**config.mk**
```make
export PLATFORM = sky130hd
export DESIGN_NAME = block_window_scheduler_flat
export DESIGN_NICKNAME = d
export VERILOG_FILES = /design/src/rtl/block_window_scheduler_if.sv /design/src/rtl/block_window_scheduler.sv /design/src/flat_wrapper.sv
export SDC_FILE = /design/constraint.sdc
export NUM_CORES = 1
export LEC_CHECK = 0
export ABC_AREA = 1
export BUFFER_PORTS_ARGS = -buffer_cell sky130_fd_sc_hd__buf_2
export CORE_UTILIZATION = 35
export DETAILED_ROUTE_END_ITERATION = 8
export GPL_TIMING_DRIVEN = 0
export SLEW_MARGIN = 20
export SYNTH_ARGS = -nofsm -noshare
export SYNTH_HDL_FRONTEND = slang
export SYNTH_SLANG_ARGS = --single-unit
```
**constraint.sdc**
```tcl
create_clock -name clk -period 4.9 [get_ports clk]
set_clock_uncertainty 0.05 [all_clocks]
set_input_delay 0.98 -clock clk [delete_from_list [all_inputs] [get_ports clk]]
set_output_delay 0.98 -clock clk [all_outputs]
set_load 0.03 [all_outputs]
```
**src/rtl/block_window_scheduler_if.sv**
```systemverilog
// Handshake bundle between the fetch/completion side (master) and the block window scheduler (slave).
// Carries allocation, completion events, branch resolution, commit handshake and window status.
interface block_window_scheduler_if #(
  parameter int NUM_SLOTS = 8,
  parameter int SLOT_W    = 3,
  parameter int CNT_W     = 6
);
  logic                 alloc_valid;
  logic                 alloc_ready;
  logic [CNT_W-1:0]     alloc_store_cnt;
  logic [CNT_W-1:0]     alloc_write_cnt;
  logic [SLOT_W-1:0]    alloc_slot;
  logic                 store_done_valid;
  logic [SLOT_W-1:0]    store_done_slot;
  logic                 write_done_valid;
  logic [SLOT_W-1:0]    write_done_slot;
  logic                 branch_valid;
  logic [SLOT_W-1:0]    branch_slot;
  logic                 branch_mispredict;
  logic                 commit_valid;
  logic                 commit_ready;
  logic [SLOT_W-1:0]    commit_slot;
  logic                 flush_valid;
  logic [NUM_SLOTS-1:0] flush_mask;
  logic [NUM_SLOTS-1:0] inflight_mask;
  logic [SLOT_W:0]      occupancy;

  modport master (
    output alloc_valid, alloc_store_cnt, alloc_write_cnt,
    output store_done_valid, store_done_slot, write_done_valid, write_done_slot,
    output branch_valid, branch_slot, branch_mispredict, commit_ready,
    input  alloc_ready, alloc_slot, commit_valid, commit_slot,
    input  flush_valid, flush_mask, inflight_mask, occupancy
  );

  modport slave (
    input  alloc_valid, alloc_store_cnt, alloc_write_cnt,
    input  store_done_valid, store_done_slot, write_done_valid, write_done_slot,
    input  branch_valid, branch_slot, branch_mispredict, commit_ready,
    output alloc_ready, alloc_slot, commit_valid, commit_slot,
    output flush_valid, flush_mask, inflight_mask, occupancy
  );
endinterface

```
**src/rtl/block_window_scheduler.sv**
```systemverilog
// In-order window of in-flight blocks: allocate, track outstanding outputs, commit oldest, flush on mispredict.
// Optional performance counters enabled with `define BLOCK_WINDOW_PERF_EN.
module block_window_scheduler #(
  parameter int NUM_SLOTS = 8,
  parameter int SLOT_W    = 3,
  parameter int CNT_W     = 6
) (
  input  logic clk,
  input  logic rst_n,
  block_window_scheduler_if.slave bus
`ifdef BLOCK_WINDOW_PERF_EN
  ,
  output logic [31:0] perf_commits,
  output logic [31:0] perf_flushes,
  output logic [31:0] perf_squashed
`endif
);

  localparam logic [SLOT_W:0] FULL_CNT = (SLOT_W+1)'(NUM_SLOTS);

  logic [SLOT_W-1:0]    head_q, head_d;
  logic [SLOT_W-1:0]    tail_q, tail_d;
  logic [SLOT_W:0]      count_q, count_d;
  logic [NUM_SLOTS-1:0] valid_q, valid_d;
  logic [NUM_SLOTS-1:0] br_seen_q, br_seen_d;
  logic [CNT_W-1:0]     stores_q [NUM_SLOTS];
  logic [CNT_W-1:0]     stores_d [NUM_SLOTS];
  logic [CNT_W-1:0]     writes_q [NUM_SLOTS];
  logic [CNT_W-1:0]     writes_d [NUM_SLOTS];
  logic                 flush_valid_q, flush_valid_d;
  logic [NUM_SLOTS-1:0] flush_mask_q, flush_mask_d;

  logic                 alloc_fire;
  logic                 commit_ok;
  logic                 commit_fire;
  logic                 mispredict;
  logic [SLOT_W-1:0]    br_age;
  logic [NUM_SLOTS-1:0] squash;

  function automatic logic [CNT_W-1:0] sat_dec(input logic [CNT_W-1:0] v);
    return (v == '0) ? '0 : v - CNT_W'(1);
  endfunction

  // Position of a slot counted from the oldest block; modulo wrap comes from the slot width.
  function automatic logic [SLOT_W-1:0] age_of(input logic [SLOT_W-1:0] slot,
                                               input logic [SLOT_W-1:0] head);
    return slot - head;
  endfunction

  assign bus.alloc_ready   = (count_q < FULL_CNT) && !(bus.branch_valid && bus.branch_mispredict);
  assign alloc_fire        = bus.alloc_valid && bus.alloc_ready;
  assign commit_ok         = valid_q[head_q] && (stores_q[head_q] == '0) &&
                             (writes_q[head_q] == '0) && br_seen_q[head_q];
  assign commit_fire       = commit_ok && bus.commit_ready;
  assign mispredict        = bus.branch_valid && bus.branch_mispredict && valid_q[bus.branch_slot];
  assign br_age            = age_of(bus.branch_slot, head_q);

  assign bus.alloc_slot    = tail_q;
  assign bus.commit_valid  = commit_ok;
  assign bus.commit_slot   = head_q;
  assign bus.flush_valid   = flush_valid_q;
  assign bus.flush_mask    = flush_mask_q;
  assign bus.inflight_mask = valid_q;
  assign bus.occupancy     = count_q;

  always_comb begin
    squash = '0;
    for (int i = 0; i < NUM_SLOTS; i++) begin
      if (mispredict && valid_q[i] && (age_of(SLOT_W'(i), head_q) > br_age)) begin
        squash[i] = 1'b1;
      end
    end
  end

  always_comb begin
    head_d        = head_q;
    tail_d        = tail_q;
    count_d       = count_q + (SLOT_W+1)'(alloc_fire) - (SLOT_W+1)'(commit_fire);
    valid_d       = valid_q;
    br_seen_d     = br_seen_q;
    stores_d      = stores_q;
    writes_d      = writes_q;
    flush_valid_d = mispredict;
    flush_mask_d  = squash;

    // Completion events land only on live slots that survive this cycle's flush.
    if (bus.store_done_valid && valid_q[bus.store_done_slot] && !squash[bus.store_done_slot]) begin
      stores_d[bus.store_done_slot] = sat_dec(stores_q[bus.store_done_slot]);
    end
    if (bus.write_done_valid && valid_q[bus.write_done_slot] && !squash[bus.write_done_slot]) begin
      writes_d[bus.write_done_slot] = sat_dec(writes_q[bus.write_done_slot]);
    end
    if (bus.branch_valid && valid_q[bus.branch_slot]) begin
      br_seen_d[bus.branch_slot] = 1'b1;
    end

    if (commit_fire) begin
      valid_d[head_q] = 1'b0;
      head_d          = head_q + SLOT_W'(1);
    end

    if (alloc_fire) begin
      valid_d[tail_q]   = 1'b1;
      br_seen_d[tail_q] = 1'b0;
      stores_d[tail_q]  = bus.alloc_store_cnt;
      writes_d[tail_q]  = bus.alloc_write_cnt;
      tail_d            = tail_q + SLOT_W'(1);
    end

    // Allocation is blocked during a mispredict, so the surviving window ends at the branch slot.
    if (mispredict) begin
      valid_d = valid_d & ~squash;
      tail_d  = bus.branch_slot + SLOT_W'(1);
      count_d = (SLOT_W+1)'(br_age) + (SLOT_W+1)'(1) - (SLOT_W+1)'(commit_fire);
    end
  end

  always_ff @(posedge clk or negedge rst_n) begin
    if (!rst_n) begin
      head_q        <= '0;
      tail_q        <= '0;
      count_q       <= '0;
      valid_q       <= '0;
      br_seen_q     <= '0;
      flush_valid_q <= 1'b0;
      flush_mask_q  <= '0;
      for (int i = 0; i < NUM_SLOTS; i++) begin
        stores_q[i] <= '0;
        writes_q[i] <= '0;
      end
    end else begin
      head_q        <= head_d;
      tail_q        <= tail_d;
      count_q       <= count_d;
      valid_q       <= valid_d;
      br_seen_q     <= br_seen_d;
      flush_valid_q <= flush_valid_d;
      flush_mask_q  <= flush_mask_d;
      for (int i = 0; i < NUM_SLOTS; i++) begin
        stores_q[i] <= stores_d[i];
        writes_q[i] <= writes_d[i];
      end
    end
  end

`ifdef BLOCK_WINDOW_PERF_EN
  logic [31:0] perf_commits_q, perf_commits_d;
  logic [31:0] perf_flushes_q, perf_flushes_d;
  logic [31:0] perf_squashed_q, perf_squashed_d;

  function automatic logic [31:0] popcount(input logic [NUM_SLOTS-1:0] m);
    logic [31:0] n;
    n = '0;
    for (int i = 0; i < NUM_SLOTS; i++) n = n + 32'(m[i]);
    return n;
  endfunction

  always_comb begin
    perf_commits_d  = perf_commits_q + 32'(commit_fire);
    perf_flushes_d  = perf_flushes_q + 32'(mispredict);
    perf_squashed_d = perf_squashed_q;
    if (flush_valid_q) perf_squashed_d = perf_squashed_q + popcount(flush_mask_q);
  end

  always_ff @(posedge clk or negedge rst_n) begin
    if (!rst_n) begin
      perf_commits_q  <= '0;
      perf_flushes_q  <= '0;
      perf_squashed_q <= '0;
    end else begin
      perf_commits_q  <= perf_commits_d;
      perf_flushes_q  <= perf_flushes_d;
      perf_squashed_q <= perf_squashed_d;
    end
  end

  assign perf_commits  = perf_commits_q;
  assign perf_flushes  = perf_flushes_q;
  assign perf_squashed = perf_squashed_q;
`endif

endmodule
```
**src/flat_wrapper.sv**
```systemverilog
// flat-port wrapper written by rule: the top's interface ports become plain ports
module block_window_scheduler_flat 
#(
  parameter int NUM_SLOTS = 8,
  parameter int SLOT_W    = 3,
  parameter int CNT_W     = 6
)
  (clk, rst_n, bus_alloc_valid, bus_alloc_store_cnt, bus_alloc_write_cnt, bus_store_done_valid, bus_store_done_slot, bus_write_done_valid, bus_write_done_slot, bus_branch_valid, bus_branch_slot, bus_branch_mispredict, bus_commit_ready, bus_alloc_ready, bus_alloc_slot, bus_commit_valid, bus_commit_slot, bus_flush_valid, bus_flush_mask, bus_inflight_mask, bus_occupancy);
  block_window_scheduler_if #(.NUM_SLOTS(NUM_SLOTS), .SLOT_W(SLOT_W), .CNT_W(CNT_W)) bus_i ();
  input  logic clk;
  input  logic rst_n;
  input wire logic [$bits(bus_i.alloc_valid)-1:0] bus_alloc_valid;
  input wire logic [$bits(bus_i.alloc_store_cnt)-1:0] bus_alloc_store_cnt;
  input wire logic [$bits(bus_i.alloc_write_cnt)-1:0] bus_alloc_write_cnt;
  input wire logic [$bits(bus_i.store_done_valid)-1:0] bus_store_done_valid;
  input wire logic [$bits(bus_i.store_done_slot)-1:0] bus_store_done_slot;
  input wire logic [$bits(bus_i.write_done_valid)-1:0] bus_write_done_valid;
  input wire logic [$bits(bus_i.write_done_slot)-1:0] bus_write_done_slot;
  input wire logic [$bits(bus_i.branch_valid)-1:0] bus_branch_valid;
  input wire logic [$bits(bus_i.branch_slot)-1:0] bus_branch_slot;
  input wire logic [$bits(bus_i.branch_mispredict)-1:0] bus_branch_mispredict;
  input wire logic [$bits(bus_i.commit_ready)-1:0] bus_commit_ready;
  output wire logic [$bits(bus_i.alloc_ready)-1:0] bus_alloc_ready;
  output wire logic [$bits(bus_i.alloc_slot)-1:0] bus_alloc_slot;
  output wire logic [$bits(bus_i.commit_valid)-1:0] bus_commit_valid;
  output wire logic [$bits(bus_i.commit_slot)-1:0] bus_commit_slot;
  output wire logic [$bits(bus_i.flush_valid)-1:0] bus_flush_valid;
  output wire logic [$bits(bus_i.flush_mask)-1:0] bus_flush_mask;
  output wire logic [$bits(bus_i.inflight_mask)-1:0] bus_inflight_mask;
  output wire logic [$bits(bus_i.occupancy)-1:0] bus_occupancy;
  assign bus_i.alloc_valid = bus_alloc_valid;
  assign bus_i.alloc_store_cnt = bus_alloc_store_cnt;
  assign bus_i.alloc_write_cnt = bus_alloc_write_cnt;
  assign bus_i.store_done_valid = bus_store_done_valid;
  assign bus_i.store_done_slot = bus_store_done_slot;
  assign bus_i.write_done_valid = bus_write_done_valid;
  assign bus_i.write_done_slot = bus_write_done_slot;
  assign bus_i.branch_valid = bus_branch_valid;
  assign bus_i.branch_slot = bus_branch_slot;
  assign bus_i.branch_mispredict = bus_branch_mispredict;
  assign bus_i.commit_ready = bus_commit_ready;
  assign bus_alloc_ready = bus_i.alloc_ready;
  assign bus_alloc_slot = bus_i.alloc_slot;
  assign bus_commit_valid = bus_i.commit_valid;
  assign bus_commit_slot = bus_i.commit_slot;
  assign bus_flush_valid = bus_i.flush_valid;
  assign bus_flush_mask = bus_i.flush_mask;
  assign bus_inflight_mask = bus_i.inflight_mask;
  assign bus_occupancy = bus_i.occupancy;
  block_window_scheduler #(.NUM_SLOTS(NUM_SLOTS), .SLOT_W(SLOT_W), .CNT_W(CNT_W)) u_core (.clk(clk), .rst_n(rst_n), .bus(bus_i));
endmodule
```
* Word level (Yosys, flattened, before mapping) *
Cells that the tools add are included.

storage, ports and cells
  bits of input ports = 29
  output and inout bits = 29
  register bits = 131
  logic and storage cells = 184

cells by class
  add/sub/neg operators = 18
  mux-type cells = 64
  bitwise gates (word level) = 12
  reduce and logical (&&, ||, !) cells = 43
  magnitude comparators = 24

operator list
  operator                                                                count
  48-bit bitwise mux                                                      4
  48-bit 2-to-1 mux                                                       4
  6-bit 2-to-1 mux                                                        13
  6-bit binary-select mux with 3-bit select                               4
  6-bit demux with 3-bit select                                           3
  8-bit 2-to-1 mux                                                        5
  1-bit logical AND                                                       35
  8-bit bitwise AND                                                       3
  3-bit greater-than comparator                                           8
  6-bit zero test                                                         4
  8-bit NOT                                                               3
  1-bit binary-select mux with 3-bit select                               7
  3-bit by 4-bit < comparator with 1-bit output (second input constant)   5
  1-bit 2-to-1 mux                                                        18
  4-bit >= comparator (second input constant)                             4
  3-bit NOT with 4-bit output                                             4
  8-bit OR                                                                2
  4-bit by 1-bit < comparator with 1-bit output (second input constant)   3
  3-bit subtractor (first input constant)                                 4
  6-bit by 1-bit subtractor with 6-bit output (second input constant)     2
  3-bit by 1-bit adder with 3-bit output (second input constant)          3
  1-bit demux with 3-bit select                                           3
  3-bit by 1-bit >= comparator with 1-bit output (second input constant)  3
  4-bit by 1-bit subtractor with 4-bit output                             2
  10 further kinds                                                        15

* Longest topological paths before layout *
Gate-level depths: netlist of run 1.

  depth after elaboration = 14
  depth in mapped cells = 24
  mapped depth without buffers = 22

* Least setup slack after synthesis of run 1 *
Ideal clock, no wire load.

  kind = input to register
  from = input port bus_branch_slot[0]
  to = register u_core.stores_q[43] (netlist name)
  arrival time = 3.580 ns
  data required time = 4.737 ns
  stages on the path = 24
  path buffers = 2
  setup slack = 1.157 ns
  setup time = 0.113 ns
  path through = inv_2 ha_1 inv_1 fa_1 inv_1 nand3_1 nand2_1 ha_1 a21oi_1 nand2_1 nand2_1 nor2_1 nand3_1 nand2_1 nor2_1 inv_1 nor2_2 nand2_2 buf_6 buf_6 nand2_1 nand3_1 nand2_1 inv_1

RTL lines
  element                         RTL line                       text
  start: declaration              flat_wrapper.sv:20             input wire logic [$bits(bus_i.branch_slot)-1:0] bus_branch_slot;
  end signal: indexed assignment  block_window_scheduler.sv:140  stores_q[i] <= stores_d[i];
  end: declaration                block_window_scheduler.sv:26   logic [CNT_W-1:0] stores_q [NUM_SLOTS];

==> results of run 1 <==
-- kinds of logic (layout without fill, tap and decap cells) --
kind of cell,count (synthesis),in the layout
DFF,131,131
adders and majority gates,27,27
and+or+nand+nor,1277,1277
buffers and inverters,299,386
AOI/OAI and AO/OA,89,89
xor gates and xnor gates,11,11
-- worst max-delay path, cell delays in order --
cell	delay [ns]
buf_2	0.17
inv_2	0.15
ha_1	0.23
inv_1	0.07
fa_1	0.44
inv_1	0.10
nand3_1	0.09
nand2_1	0.16
ha_1	0.31
a21oi_1	0.17
nand2_1	0.07
nand2_1	0.15
nor2_1	0.09
nand3_1	0.09
nand2_1	0.08
nor2_1	0.14
inv_1	0.05
nor2_1	0.34
nand2_1	0.18
buf_6	0.20
buf_6	0.14
nand2_1	0.05
nand3_1	0.06
nand2_1	0.09
inv_1	0.04
-- layout make-up --
| class | count | area [sq um] | share of cell area |
|---|---|---|---|
| Sequential cell | 131 | 3280 | 0.268 |
| Buffer | 78 | 434 | 0.0355 |
| Clock buffer | 18 | 429 | 0.0351 |
| Clock inverter | 14 | 143 | 0.0117 |
| Inverter | 221 | 830 | 0.0678 |
| Timing Repair Buffer | 55 | 308 | 0.0252 |
| Tap cell | 396 | 495 | 0.0405 |
| Multi-Input combinational cell | 1404 | 6320 | 0.516 |
-- synthesized netlist by cell type, drive strengths merged (2+ instances only) --
library cell / n / share of area
and2: 2 / 0.0012
o22ai: 2 / 0.0012
xor2: 4 / 0.0032
buf: 48 / 0.030
a21oi: 27 / 0.012
nand4: 27 / 0.016
xnor2: 7 / 0.0070
nor3: 23 / 0.015
nor4: 9 / 0.0052
o21bai: 3 / 0.0021
nor2: 81 / 0.033
a21boi: 2 / 0.0014
ha: 25 / 0.029
inv: 221 / 0.076
o21ai: 54 / 0.025
nand2: 866 / 0.30
nor3b: 2 / 0.0014
clkbuf: 30 / 0.010
nand3: 264 / 0.12
dfrtp: 131 / 0.30
fa: 2 / 0.0037
nand3b: 3 / 0.0021
-- metal layers --
layer  track usage  wire length, microns
met5             0                     0
met4         0.124                  1580
met3        0.0409                  3030
met2         0.443                 19300
met1         0.368                 18400
-- state kept, by name, indices dropped and copies added (netlist names) --
register                  count
u_core.stores_q              48
u_core.writes_q              48
u_core.br_seen_q              8
u_core.bus.flush_mask         8
u_core.bus.inflight_mask      8
u_core.bus.occupancy          4
u_core.bus.alloc_slot         3
u_core.bus.commit_slot        3
u_core.bus.flush_valid        1
-- how the worst min path moves through the flow --
stage / end / from
after floorplan: u_core.br_seen_q[4] / u_core.br_seen_q[4]
after global placement: u_core.br_seen_q[2] / u_core.br_seen_q[2]
after detailed placement: u_core.br_seen_q[7] / u_core.br_seen_q[7]
after CTS: u_core.bus.occupancy[2] / rst_n
after global routing: u_core.bus.occupancy[2] / rst_n
final: u_core.bus.occupancy[2] / rst_n
-- where the power goes --
part / switching (mW) / internal, mW / total [mW] / leakage, nW
Clock: 0.594 / 0.715 / 1.31 / 0.277
Combinational: 2.24 / 1.13 / 3.37 / 5.02
Sequential: 0.581 / 1.54 / 2.12 / 1.65
Total: 3.42 / 3.38 / 6.80 / 6.94
-- cell usage in the layout, fill, tap and decap left out, types with 2 or more instances in the layout --
cell,synthesis,routed
ha_1,25,25
nor2_4,3,3
o22ai_1,2,2
inv_1,214,214
clkinvlp_4,0,2
nand2_2,2,2
o21bai_1,3,3
nand3_1,264,264
xor2_1,4,4
xnor2_2,2,2
o21ai_1,3,3
nor2_1,71,71
buf_2,29,82
inv_6,0,7
inv_8,0,2
buf_6,10,10
clkbuf_1,30,31
inv_2,7,7
buf_4,8,8
nor3b_1,2,2
xnor2_1,5,5
nand4_1,27,27
nand3b_1,3,3
nor3_1,13,10
dfrtp_1,131,131
nor3_2,10,13
a21boi_1,2,2
a21oi_1,27,27
o21ai_0,51,51
nor4_1,9,9
nand2_1,864,864
clkbuf_16,0,17
fa_1,2,2
nor2_2,6,6
and2_1,2,2
==> flow_summary.json, run 1 <==
{
  "ir_worst_vdd_v": 0.000293,
  "htree_levels": 4,
  "syn-num-nets": 1890,
  "setup_viol": 0,
  "syn_inst": 1834,
  "grt_pass1_vias": 11300,
  "dp_hpwl_microns": 31700,
  "cts_resized": 0,
  "endpoint": "u_core.writes_q[7]",
  "tightest_slew_ns": 1.17,
  "cts_buffers": 17,
  "routedWlPerCell_microns": 18.3,
  "whs_ns": 0.383,
  "endpoint_kind": "flip-flop",
  "finalSetupTns_ns": 0,
  "tritoncts": "yes",
  "period_share": 0.888,
  "status": "finished clean",
  "synthMuxAreaShare": 0,
  "clock_sinks": 131,
  "final_cells": 2317,
  "cp.required_ns": 5.19,
  "grt_max_degree": 82,
  "clockBufferDepth": 2,
  "ys_types": 34,
  "drv_slew": 0,
  "grt_pass1_wl_microns": 65400,
  "clkLatencyLatePin_ns": 0.46,
  "drt-total-wl_microns": 42300,
  "synth_top_flop_cell": "dfrtp_1",
  "worstSetupStartpoint": "bus_branch_slot[0]",
  "yosysSeqAreaShare": 0.302,
  "r2r_end": "u_core.writes_q[7]",
  "pre_cts_ws_ns": 0.188,
  "synth_edf_count": 0,
  "reg2reg_from": "u_core.bus.commit_slot[1]",
  "synth-compound-area-share": 0.0427,
  "place_area_sq_mm": 0.0117,
  "initialDrtViolationCount": 1282,
  "dieWidth_microns": 178,
  "rows": 64,
  "leakagePower_nw": 6.94,
  "ys_warn_count": 0,
  "drive_gt1_frac": 0.0869,
  "stdcell_area_sq_mm": 0.0122,
  "powerDensity_mw_per_mm2": 556,
  "synthArstFlopShare": 1.00,
  "track_usage": 0.277,
  "ys_ff_latch": 131,
  "viasPerCell": 5.20,
  "timing.slew.headroom": 0.214,
  "hp-class": "in -> async",
  "synth_xor_area_frac": 0.0103,
  "syn_area_per_cell_sq_um": 5.91,
  "fillCellCount": 3350,
  "num_vias": 12000,
  "gp_congestion": 0.975,
  "synth-adder-area-share": 0.0325,
  "cp-start-kind": "primary input",
  "crit_arrival_ns": 4.65,
  "final_util": 0.401,
  "antenna_left": 0,
  "root_buffer": "clkbuf_16",
  "hold_violations": 0,
  "nets": 1964,
  "core_area_sq_mm": 0.0305,
  "critPathKind": "in -> reg",
  "port-buffer-count": 54,
  "reg2reg_slack_ns": 0.71,
  "total_power_mw": 6.80,
  "syn_area_sq_mm": 0.0108,
  "area_growth_pct": 12.8,
  "finalWorstSetupSlack_ns": 0.547,
  "die_h_microns": 178,
  "gr-total-overflow": 0,
  "dieArea_sq_mm": 0.0317,
  "initial_core_util": 0.355,
  "worstPathMaxFanout": 10,
  "ff2ff_path_depth": 22,
  "cts_setup_buffers": 0,
  "first_pass_iters": 7,
  "fmax_mhz": 230,
  "post-route-min-period_ns": 4.35,
  "clk_pin_slew_worst_paths_ns": 0.06,
  "rsz0062_at_grt": "false",
  "diodes": 0,
  "io_pins": 58,
  "cts-hold-fix-buffers": 0,
  "synth-simple-area-share": 0.496,
  "placed_cells": 2285,
  "cap_violations": 0,
  "antenna_found_initial": 0,
  "synth_top_family_by_area": "simple AND/OR/NAND/NOR gates",
  "drc_errors": 0
}
Note: power is estimated with default switching activity, not from simulation.
==> run 2: changes to the inputs <==
CORE_ASPECT_RATIO = 0.5   (was not set)
PLACE_DENSITY = 0.61   (was not set)
SETUP_SLACK_MARGIN = 0.05   (was not set)
==> run 2 against run 1 <==
  * Utilization up 0.30 points
  * Maximum frequency increased by 0.65%
  * Largest cell class unchanged
  * Wire length shrank 3.5%
  * Sequential share of layout area decreased by 0.11 points
  * Largest power group unchanged
  * Clock power up 7%
  * Final area grew 0.40%
  * Highest routed layer unchanged
  * Register-to-register slack about the same
  * Flip-flop and latch count unchanged
  * Sequential power about the same
  * Critical endpoint is now u_core.stores_q[14]
==> flow_summary.json, run 2 (synthesized netlist as in run 1, its figures left out) <==
{
  "largestRegisters": "u_core.stores_q: 48 flops, u_core.writes_q: 48 flops",
  "place_area_sq_mm": 0.0117,
  "slowest_stage": "fa_1",
  "drv_slew": 0,
  "initial_core_util": 0.357,
  "stdcell_area_sq_mm": 0.0123,
  "powerDensity_mw_per_mm2": 559,
  "final_util": 0.404,
  "whs_ns": 0.358,
  "clockBufferDepth": 2,
  "cts-hold-fix-buffers": 0,
  "core_area_sq_mm": 0.0304,
  "crit_family": "simple AND/OR/NAND/NOR gates",
  "grt_pass1_vias": 10400,
  "drc_errors": 0,
  "ir_worst_vdd_v": 0.000210,
  "io_pins": 58,
  "regArea_sq_mm": 0.00328,
  "routedWlPerCell_microns": 17.6,
  "track_usage": 0.260,
  "path_common_cell": "nand2_1",
  "final_cells": 2320,
  "crit_arrival_ns": 4.67,
  "die_h_microns": 126,
  "final_cell_mix": "864 x nand2_1, 264 x nand3_1, 214 x inv_1",
  "rows": 45,
  "total_power_mw": 6.87,
  "endpoint_kind": "flip-flop",
  "antenna_found_initial": 1,
  "cts_resized": 0,
  "period_share": 0.883,
  "grt_max_degree": 92,
  "cts_buffers": 17,
  "finalSetupTns_ns": 0,
  "cts_setup_buffers": 0,
  "status": "finished clean",
  "viasPerCell": 5.09,
  "gp_congestion": 0.932,
  "num_vias": 11800,
  "drt-total-wl_microns": 40900,
  "tightest_slew_ns": 1.20,
  "timing.slew.headroom": 0.192,
  "area_growth_pct": 13.3,
  "fillCellCount": 3341,
  "finalWorstSetupSlack_ns": 0.575,
  "initialDrtViolationCount": 1264,
  "htree_levels": 4,
  "port-buffer-count": 54,
  "hp-class": "in -> async",
  "dp_hpwl_microns": 30300,
  "cp_num_buf_inv": 7,
  "reg2reg_from": "u_core.bus.commit_slot[0]",
  "clock_sinks": 131,
  "tritoncts": "yes",
  "cap_violations": 0,
  "grt_pass1_wl_microns": 62300,
  "cp-start-kind": "primary input",
  "clk_pin_slew_worst_paths_ns": 0.06,
  "clkLatencyLatePin_ns": 0.46,
  "leakagePower_nw": 6.96,
  "worstSetupStartpoint": "bus_branch_slot[0]",
  "diodes": 0,
  "worstPathMaxFanout": 10,
  "multi_input_area_sq_mm": 0.00631,
  "nets": 1964,
  "root_buffer": "clkbuf_16",
  "rsz0062_at_grt": "false",
  "cp.required_ns": 5.24,
  "fmax_mhz": 231,
  "post-route-min-period_ns": 4.33,
  "dieWidth_microns": 251,
  "pre_cts_ws_ns": 0.145,
  "hold_violations": 0,
  "setup_viol": 0,
  "crit_chain": "buf_2 -> inv_2 -> ha_1 -> inv_1 -> fa_1 -> inv_1 -> nand3_1 -> nand2_1 -> ha_1 -> a21oi_1 -> nand2_1 -> nand2_1 -> nor2_1 -> nand3_1 -> nand2_1 -> nor2_1 -> inv_1 -> nor2_2 -> clkbuf_1 -> nand3_1 -> nand3_1 -> nand2_1 -> inv_1",
  "first_pass_iters": 7,
  "gr-total-overflow": 0,
  "dieArea_sq_mm": 0.0317,
  "slowest_delay_ns": 0.44,
  "placed_cells": 2288,
  "drive_gt1_frac": 0.0869,
  "critPathKind": "in -> reg",
  "antenna_left": 0,
  "final_common_cell": "nand2_1"
}
[run 2: cell types whose count changed in the layout (fill, tap and decap cells not counted)]
cell / change
nor3_2: -1
inv_6: -3
clkbuf_1: -1
clkinvlp_4: +1
bufinv_16: +2
nor3_1: +1
clkinv_4: +2
clkinv_2: -1
[run 2: per-layer routing]
layer	share of wire	wire length, microns	track usage
met4	0.023	950	0.0778
met1	0.46	19000	0.367
met5	0	0	0
met3	0.086	3500	0.0628
met2	0.43	17400	0.391
[run 2: where the power goes]
group	internal, mW	total (mW)	leakage, nW	switching [mW]
logic	1.13	3.37	5.02	2.24
registers	1.54	2.10	1.65	0.562
clock network	0.814	1.40	0.295	0.582
total	3.48	6.87	6.96	3.38
[run 2: cell type report]
| class | instances | area share |
|---|---|---|
| multi-input cells | 1404 | 0.514 |
| flip-flops and latches | 131 | 0.267 |
| inverters | 221 | 0.0675 |
| well taps | 399 | 0.0406 |
| plain buffers | 78 | 0.0353 |
| clock buffers | 17 | 0.0346 |
| repair buffers | 55 | 0.0251 |
| clock inverters | 15 | 0.0160 |
[run 2: path summary, 6_finish.rpt]
check                                          end  cells past startpoint  slack (ns)
max                            u_core.stores_q[14]                     23        0.57
min                            u_core.stores_q[14]                      1        0.36
max reg2reg                u_core.bus.occupancy[2]                     20        0.72
min reg2reg                    u_core.br_seen_q[1]                      2        0.45
max in group asynchronous      u_core.writes_q[36]                      2        3.67
min in group clk               u_core.br_seen_q[1]                      2        0.45
==> run 3: changes to the inputs <==
RECOVER_POWER = 25   (was not set)
==> run 3 against run 2 <==
  * The run now ends with max-capacitance violations, max-slew violations left
  * Global-route usage unchanged
  * Via count increased by 0.61%
  * Clock power about the same
  * Critical path type unchanged
  * Wire length decreased by 0.28%
  * Maximum frequency rose by 0.53%
  * Combinational power about the same
==> flow_summary.json, run 3 (synthesized netlist as in run 1, its figures left out) <==
{
  "tritoncts": "yes",
  "fmax_mhz": 232,
  "powerDensity_mw_per_mm2": 560,
  "cts-hold-fix-buffers": 0,
  "ir_worst_vdd_v": 0.000210,
  "track_usage": 0.260,
  "diodes": 0,
  "reg2reg_from": "u_core.bus.commit_slot[0]",
  "post-route-min-period_ns": 4.30,
  "core_area_sq_mm": 0.0304,
  "status": "complete, but fails checks",
  "grt_max_degree": 92,
  "cp.required_ns": 5.24,
  "placed_cells": 2288,
  "r2r_end": "u_core.bus.occupancy[2]",
  "drive_gt1_frac": 0.0864,
  "cp-start-kind": "primary input",
  "tightest_slew_ns": 2.27,
  "cts_buffers": 17,
  "dieArea_sq_mm": 0.0317,
  "endpoint_kind": "flip-flop",
  "first_pass_iters": 5,
  "clockBufferDepth": 2,
  "antenna_found_initial": 1,
  "rsz0062_at_grt": "false",
  "grt_pass1_vias": 10400,
  "grt_pass1_wl_microns": 62300,
  "final_cells": 2320,
  "initialDrtViolationCount": 1365,
  "drt-total-wl_microns": 40700,
  "viasPerCell": 5.12,
  "total_power_mw": 6.86,
  "worstPathMaxFanout": 10,
  "hold_violations": 0,
  "port-buffer-count": 54,
  "antenna_left": 0,
  "final_cell_mix": "864 x nand2_1, 264 x nand3_1, 214 x inv_1",
  "ff2ff_path_depth": 20,
  "dp_hpwl_microns": 30300,
  "clk_pin_slew_worst_paths_ns": 0.06,
  "stdcell_area_sq_mm": 0.0123,
  "htree_levels": 4,
  "largestRegisters": "u_core.stores_q: 48 flops, u_core.writes_q: 48 flops",
  "final_common_cell": "nand2_1",
  "critPathKind": "in -> reg",
  "setup_viol": 0,
  "num_vias": 11900,
  "cap_violations": 1,
  "root_buffer": "clkbuf_16",
  "timing.slew.headroom": -0.517,
  "reg2reg_slack_ns": 0.76,
  "gr-total-overflow": 0,
  "holdPathStages": 2,
  "cts_setup_buffers": 0,
  "period_share": 0.878,
  "finalSetupTns_ns": 0,
  "hold_start": "u_core.br_seen_q[6]",
  "io_pins": 58,
  "area_growth_pct": 13.0,
  "leakagePower_nw": 6.95,
  "place_area_sq_mm": 0.0117,
  "drv_slew": 42,
  "initial_core_util": 0.357,
  "rows": 45,
  "hp-class": "reg -> reg",
  "crit_arrival_ns": 4.64,
  "violations": "max-capacitance violations, max-slew violations",
  "dieWidth_microns": 251,
  "nets": 1964,
  "hold_end": "u_core.br_seen_q[6]",
  "final_util": 0.403,
  "gp_congestion": 0.932,
  "cts_resized": 0,
  "clock_sinks": 131,
  "routedWlPerCell_microns": 17.6,
  "drc_errors": 0,
  "clkLatencyLatePin_ns": 0.46,
  "die_h_microns": 126
}
-- run 3: cell types whose count changed in the layout (fill, tap and decap cells not counted), sizes merged --
cell / change
clkbuf: +2
buf: -2
-- run 3: final cells by class --
cell class	count	area (sq um)
Tap cell	399	499
Multi-Input combinational cell	1404	6310
Fill cell	3345	18200
Inverter	221	830
Timing Repair Buffer	55	277
Clock buffer	17	425
Sequential cell	131	3280
Clock inverter	15	196
Buffer	78	434
-- run 3: through the flow --
step	hold slack (ns)	setup WS, ns
after global placement	0.429	0.175
after CTS	0.366	0.617
after global routing	0.476	0.163
after detailed placement	0.438	0.145
final	0.461	0.598
after floorplan	0.405	1.16
-- run 3: worst max-delay path by stage --
stage | slack (ns) | from | to
2_1_floorplan | 1.16 | bus_branch_slot[0] | u_core.stores_q[43]
3_3_place_gp | 0.18 | bus_branch_slot[0] | u_core.stores_q[14]
3_5_place_dp | 0.14 | bus_branch_slot[0] | u_core.stores_q[14]
4_1_cts | 0.62 | bus_branch_slot[0] | u_core.stores_q[14]
5_1_grt | 0.16 | bus_branch_slot[0] | u_core.stores_q[43]
6_report | 0.60 | bus_branch_slot[0] | u_core.stores_q[25]
-- run 3: routing by layer --
layer | part of all wire | vias to the layer above | global-route usage
met5 | 0 | - | 0
met4 | 0.023 | 0 | 0.0778
met3 | 0.091 | 53 | 0.0628
met2 | 0.43 | 512 | 0.391
met1 | 0.46 | 5455 | 0.367
li1 | - | 5868 | -
-- run 3: power by group --
part | switching [mW] | internal [mW] | total (mW)
combinational | 2.24 | 1.12 | 3.36
sequential | 0.564 | 1.54 | 2.11
clock | 0.580 | 0.814 | 1.39
total | 3.38 | 3.48 | 6.86
-- run 3: worst max-delay path, stage by stage --
cell and delay (ns):
buf_2 0.17, inv_2 0.17, ha_1 0.23, inv_1 0.07, fa_1 0.44, inv_1 0.10
nand3_1 0.10, nand2_1 0.17, ha_1 0.30, a21oi_1 0.16, nand2_1 0.07, nand2_1 0.13
nor2_1 0.09, nand3_1 0.09, nand2_1 0.06, nor2_1 0.13, inv_1 0.06, nor2_2 0.36
clkbuf_1 0.42, nand3_1 0.13, nand3_1 0.11, nand2_1 0.05, inv_1 0.05
